==> config.mk <==
export PLATFORM = sky130hd
export DESIGN_NAME = alu_flags_pipe_flat
export DESIGN_NICKNAME = d
export VERILOG_FILES = /design/src/rtl/alu_flags_pipe_if.sv /design/src/rtl/alu_flags_pipe.sv /design/src/flat_wrapper.sv
export SDC_FILE = /design/constraint.sdc
export NUM_CORES = 1
export LEC_CHECK = 0
export ABC_AREA = 1
export ABC_CLOCK_PERIOD_IN_PS = 4000
export BUFFER_PORTS_ARGS = -buffer_cell sky130_fd_sc_hd__buf_2
export CORE_MARGIN = 2
export CORE_UTILIZATION = 52
export DETAILED_ROUTE_END_ITERATION = 7
export GPL_TIMING_DRIVEN = 1
export PLACE_DENSITY = 0.89
export SKIP_CTS_REPAIR_TIMING = 1
export SYNTH_ARGS = -nofsm -noshare
export SYNTH_HDL_FRONTEND = slang
export SYNTH_SLANG_ARGS = --single-unit
==> constraint.sdc <==
create_clock -name clk -period 4 [get_ports clk]
set_input_delay 0.8 -clock clk [delete_from_list [all_inputs] [get_ports clk]]
set_output_delay 0.8 -clock clk [all_outputs]
set_load 0.02 [all_outputs]
==> src/rtl/alu_flags_pipe_if.sv <==
// Request/result bundle between the register-file read side and the ALU,
// and between the ALU and writeback/branch logic.
interface alu_flags_pipe_if #(
  parameter int WIDTH = 4
);
  logic             in_valid;
  logic [2:0]       op;
  logic             flag_we;
  logic             flag_clr;
  logic [WIDTH-1:0] A;
  logic [WIDTH-1:0] B;
  logic [WIDTH-1:0] S;
  logic             out_valid;
  logic             ZF;
  logic             CF;
  logic             NF;
  logic             VF;

  // Controller side: issues operations, consumes result and flags.
  modport master (
    output in_valid, op, flag_we, flag_clr, A, B,
    input  S, out_valid, ZF, CF, NF, VF
  );

  // ALU side.
  modport slave (
    input  in_valid, op, flag_we, flag_clr, A, B,
    output S, out_valid, ZF, CF, NF, VF
  );
endinterface

==> src/rtl/alu_flags_pipe.sv <==
// Width-generic 8-op ALU with a registered result and a persistent
// ZF/CF/NF/VF status register. ADC/SBC take the carry from the stored CF,
// so multi-word arithmetic chains one word per cycle without bubbles.
module alu_flags_pipe #(
  parameter int WIDTH = 4
) (
  input  logic               clk,
  input  logic               rst_n,
  alu_flags_pipe_if.slave    bus
);

  typedef enum logic [2:0] {
    OP_ADD   = 3'b000,
    OP_ADC   = 3'b001,
    OP_SUB   = 3'b010,
    OP_SBC   = 3'b011,
    OP_AND   = 3'b100,
    OP_OR    = 3'b101,
    OP_XOR   = 3'b110,
    OP_PASSB = 3'b111
  } op_e;

  typedef struct packed {
    logic zf;
    logic cf;
    logic nf;
    logic vf;
  } flags_t;

  op_e              op;
  logic [WIDTH-1:0] bx;
  logic             cin;
  logic [WIDTH:0]   sum;
  logic [WIDTH-1:0] result;
  flags_t           flags_q;
  flags_t           flags_d;
  logic [WIDTH-1:0] s_q;
  logic             out_valid_q;

  assign op = op_e'(bus.op);

  // Operand conditioning, shared adder, result mux and next-flag values.
  always_comb begin
    // NOTE: every output of this block gets a default first so no path
    // leaves a variable unassigned, which would otherwise infer a latch.
    bx      = bus.B;
    cin     = 1'b0;
    result  = '0;
    flags_d = flags_q;

    // Subtract ops invert B; carry-chained ops feed in the stored CF.
    if (op == OP_SUB || op == OP_SBC) bx = ~bus.B;
    case (op)
      OP_SUB:          cin = 1'b1;
      OP_ADC, OP_SBC:  cin = flags_q.cf;
      default:         cin = 1'b0;
    endcase
    sum = {1'b0, bus.A} + {1'b0, bx} + {{WIDTH{1'b0}}, cin};

    case (op)
      OP_ADD, OP_ADC, OP_SUB, OP_SBC: result = sum[WIDTH-1:0];
      OP_AND:                         result = bus.A & bus.B;
      OP_OR:                          result = bus.A | bus.B;
      OP_XOR:                         result = bus.A ^ bus.B;
      default:                        result = bus.B;
    endcase

    flags_d.zf = (result == '0);
    flags_d.nf = result[WIDTH-1];
    if (!op[2]) begin
      flags_d.cf = sum[WIDTH];
      flags_d.vf = (bus.A[WIDTH-1] == bx[WIDTH-1]) &&
                   (result[WIDTH-1] != bus.A[WIDTH-1]);
    end else begin
      // Logic ops and PASSB leave CF alone so a carry survives them.
      flags_d.cf = flags_q.cf;
      flags_d.vf = 1'b0;
    end
  end

  // Result register, valid pulse and flag register; reset wins over all.
  always_ff @(posedge clk) begin
    // NOTE: state is updated with non-blocking assignments so every
    // register samples the pre-edge values, e.g. ADC sees the old CF.
    if (!rst_n) begin
      s_q         <= '0;
      out_valid_q <= 1'b0;
      flags_q     <= '0;
    end else begin
      out_valid_q <= bus.in_valid;
      if (bus.in_valid) s_q <= result;
      if (bus.flag_clr)
        flags_q <= '0;
      else if (bus.in_valid && bus.flag_we)
        flags_q <= flags_d;
    end
  end

  assign bus.S         = s_q;
  assign bus.out_valid = out_valid_q;
  assign bus.ZF        = flags_q.zf;
  assign bus.CF        = flags_q.cf;
  assign bus.NF        = flags_q.nf;
  assign bus.VF        = flags_q.vf;

endmodule

==> src/flat_wrapper.sv <==
// flat-port wrapper written by rule: the top's interface ports become plain ports
module alu_flags_pipe_flat 
#(
  parameter int WIDTH = 4
)
  (clk, rst_n, bus_in_valid, bus_op, bus_flag_we, bus_flag_clr, bus_A, bus_B, bus_S, bus_out_valid, bus_ZF, bus_CF, bus_NF, bus_VF);
  alu_flags_pipe_if #(.WIDTH(WIDTH)) bus_i ();
  input  logic clk;
  input  logic rst_n;
  input wire logic [$bits(bus_i.in_valid)-1:0] bus_in_valid;
  input wire logic [$bits(bus_i.op)-1:0] bus_op;
  input wire logic [$bits(bus_i.flag_we)-1:0] bus_flag_we;
  input wire logic [$bits(bus_i.flag_clr)-1:0] bus_flag_clr;
  input wire logic [$bits(bus_i.A)-1:0] bus_A;
  input wire logic [$bits(bus_i.B)-1:0] bus_B;
  output wire logic [$bits(bus_i.S)-1:0] bus_S;
  output wire logic [$bits(bus_i.out_valid)-1:0] bus_out_valid;
  output wire logic [$bits(bus_i.ZF)-1:0] bus_ZF;
  output wire logic [$bits(bus_i.CF)-1:0] bus_CF;
  output wire logic [$bits(bus_i.NF)-1:0] bus_NF;
  output wire logic [$bits(bus_i.VF)-1:0] bus_VF;
  assign bus_i.in_valid = bus_in_valid;
  assign bus_i.op = bus_op;
  assign bus_i.flag_we = bus_flag_we;
  assign bus_i.flag_clr = bus_flag_clr;
  assign bus_i.A = bus_A;
  assign bus_i.B = bus_B;
  assign bus_S = bus_i.S;
  assign bus_out_valid = bus_i.out_valid;
  assign bus_ZF = bus_i.ZF;
  assign bus_CF = bus_i.CF;
  assign bus_NF = bus_i.NF;
  assign bus_VF = bus_i.VF;
  alu_flags_pipe #(.WIDTH(WIDTH)) u_core (.clk(clk), .rst_n(rst_n), .bus(bus_i));
endmodule
==> impl_metrics.env <==
export IMPL_place_gp_congestion=0.9147
export IMPL_cts_root_buffer="clkbuf_4"
export IMPL_tritoncts_clock_tree="done"
export IMPL_dp_hpwl_um=1773
export IMPL_clock_fmax_mhz=348.8
export IMPL_critical_path_reg2reg_endpoint="u_core.bus.ZF"
export IMPL_number_of_antenna_violations_at_the_first_check_in_global_routing=0
export IMPL_setup_viol=0
export IMPL_antenna_cells_inserted=0
export IMPL_final_core_area_utilization_pct=63.15
export IMPL_hold_depth=2
export IMPL_yosysSeqAreaShare_pct=19.49
export IMPL_r2r_worst_path_cells=13
export IMPL_rsz0062_at_grt="false"
export IMPL_crit_type="input pin to register"
export IMPL_largest_stage_delay_worst_path_ns=0.46
export IMPL_ys_top_cells_by_area="dfxtp_1, ha_1, inv_1"
export IMPL_timing_critical_path_from_type="input pin"
export IMPL_numPortBuffers=24
export IMPL_transition_time_of_the_tightest_slew_check_pin_ns=0.2956
export IMPL_clock_sinks=9
export IMPL_worst_max_slew_margin_expressed_relative_to_the_limit_pct=80.18
export IMPL_worst_setup_hold_path_clk_slew_ns=0.06
export IMPL_run_status="finished, final reports clean"
export IMPL_post_route_drc_count=0
export IMPL_cts_max_level=1
export IMPL_setup_worst_path_end_class="register"
export IMPL_grt_pass1_vias=850
export IMPL_height_of_the_die_um=46.17
export IMPL_antenna_violating_nets_post_route=0
export IMPL_post_drt_wl_per_cell_um=11.03
export IMPL_synth_top_area_cell="dfxtp_1"
export IMPL_syn_to_final_growth_pct=16.64
export IMPL_finalCriticalPeriod_ns=2.867
export IMPL_proportion_of_register_bits_with_asynchronous_set_or_reset_after_synthesis_pct=0
export IMPL_detail_route_iter0_violations=36
export IMPL_worst_clock_skew_ns=0.007453
export IMPL_synth_top_family_by_area="simple AND/OR/NAND/NOR gates"
export IMPL_yosys_top_cells_count="inv_1, nand2_1, nand3_1, ha_1, nor2_1"
export IMPL_cts_path_max_buffers=2
export IMPL_cp_arrival_ns=3.07
export IMPL_synthesized_area_per_cell_um2=6.700
export IMPL_core_area_mm2=0.001708
export IMPL_placement_rows=15
export IMPL_worstHoldEndpoint="u_core.bus.VF"
export IMPL_worst_ir_drop_vdd_mv=0.1586
export IMPL_setup_tns_final_ns=0
export IMPL_post_route_cells_drive_above_1_share_pct=25.15
export IMPL_insertion_delay_of_the_later_clocked_pin_in_the_worst_skew_pair_ns=0.26
export IMPL_grt_pass1_wl_um=3305
export IMPL_hold_viol=0
export IMPL_p_leak_nw=0.6022
export IMPL_synth_edff_count=0
export IMPL_synth_most_common_cell="inv_1"
export IMPL_pins_over_slew_limit=0
export IMPL_hold_slack_final_ns=0.4754
export IMPL_floorplan_initialDensity_pct=54.14
export IMPL_vias_per_cell=4.989
export IMPL_timing_rr_start="u_core.bus.CF"
export IMPL_distinct_cell_type_count_after_synthesis=25
export IMPL_synth_compound_area_share_pct=10.28
export IMPL_syn_nets=167
export IMPL_crit_path_max_fanout=11
export IMPL_synthMuxAreaShare_pct=0
export IMPL_timing_hold_worst_class="register to register"
export IMPL_grt_max_degree=12
export IMPL_max_cap_violations=0
export IMPL_setup_reg_to_reg_worst_slack_ns=1.83
export IMPL_die_area_mm2=0.002132
export IMPL_min_delay_start="u_core.bus.VF"
export IMPL_final_min_period_over_clock_period_pct=71.67
export IMPL_syn_area_um2=924.6
export IMPL_timing_critical_path_slowest_stage_cell="fa_1"
export IMPL_post_synth_and_or_nand_nor_area_fraction_pct=32.48
export IMPL_cell_area_power_density_mw_per_mm2=255.0
export IMPL_synth_adder_area_share_pct=19.22
export IMPL_num_nets_final=193
export IMPL_groute_usage_overall_pct=21.46
export IMPL_yosys_area_top_type_share_pct=19.49
export IMPL_grt_overflow_total=0
export IMPL_cts_made_buffers=3
export IMPL_synth_xor_xnor_area_share_pct=3.789
export IMPL_detailedRoute_firstPassIterationCount=4
export IMPL_crit_chain="buf_2, inv_2, nand2_1, xor2_1, fa_1, fa_1, inv_1, nand2_1, nand3_1, nand2_1, nor2_2, nand3_1, nor2_1, nand3_1, a21oi_1"
export IMPL_synth_flop_cell="dfxtp_1"
export IMPL_syn_inst=138
export IMPL_route_vias_total=938
export IMPL_boundaryPins=25
export IMPL_ys_ff_latch=9
export IMPL_postRouteWirelength_um=2074
export IMPL_die_width_um=46.17
export IMPL_critPathRequiredTime_ns=4.20
export IMPL_synth_warning_count=0
## placed cells by master, fill, tap and decap left out, drive strengths merged
master and count:
a211oi 2, a21oi 7, buf 24, clkbuf 4, clkinv 1, dfxtp 9, fa 2, ha 11
inv 29, nand2 27, nand3 16, nand4 3, nor2 16, nor3 1, o211ai 1, o21ai 6
xor2 4
## worst max-delay path, delay by kind of cell
family	cells	cell delay (ns)
buf+inv	3	0.34
fa+ha+maj	2	0.86
simple gates	8	0.74
xor+xnor	1	0.20
compound gates	1	0.12
## how the worst max path moves through the flow
stage	start	to	slack, ns	depth (start not counted)
global route	bus_op[2]	u_core.bus.ZF	1.00	15
CTS	bus_op[2]	u_core.bus.ZF	1.17	15
finish	bus_op[2]	u_core.bus.ZF	1.13	15
global placement	bus_op[2]	u_core.bus.ZF	1.05	15
floorplan	bus_op[2]	u_core.bus.ZF	1.16	15
detailed placement	bus_op[2]	u_core.bus.ZF	0.90	15
## registers in the layout, indices dropped and copies added (netlist names)
signal	count
u_core.bus.S	4
u_core.bus.VF	1
u_core.bus.ZF	1
u_core.bus.out_valid	1
u_core.bus.CF	1
u_core.bus.NF	1
## stage by stage
step                      std cells  setup slack (ns)  total power, mW  instance area [um2]
after global routing            188             1.001           0.2992                 1079
after detailed placement        184            0.8993           0.2061                 1052
after global placement          184             1.048           0.2024                 1052
after floorplan                 138             1.160           0.1761                924.6
after CTS                       188             1.169           0.2766                 1079
final                           188             1.133           0.2750                 1079
## where the power goes
group          internal, mW  total (mW)  switching, mW
registers            0.0948      0.0969        0.00213
logic                0.0395       0.108         0.0684
clock network        0.0384      0.0702         0.0317
## kinds of logic after synthesis
group | after synthesis
AOI/OAI and AO/OA | 16
xor gates and xnor gates | 4
adders and majority gates | 13
buffers and inverters | 33
DFF | 9
and+or+nand+nor | 63
## cell type report
type                            count  area, um2
Tap cell                           25      31.28
Fill cell                         169      629.4
Sequential cell                     9      180.2
Multi-Input combinational cell     96      608.1
Inverter                           30      112.6
Timing Repair Buffer               24      120.1
Clock buffer                        4      26.28
## metal layers
layer	vias up	part of all wire [%]	routed length [um]	global-route usage, %
met1	410	42	880	25.94
met4	0	1.3	27	5.143
li1	484	-	-	-
met5	-	0	0	0
met3	4	6.3	131	7.059
met2	40	50	1034	36.39
Note: power is estimated with default switching activity, not from simulation.
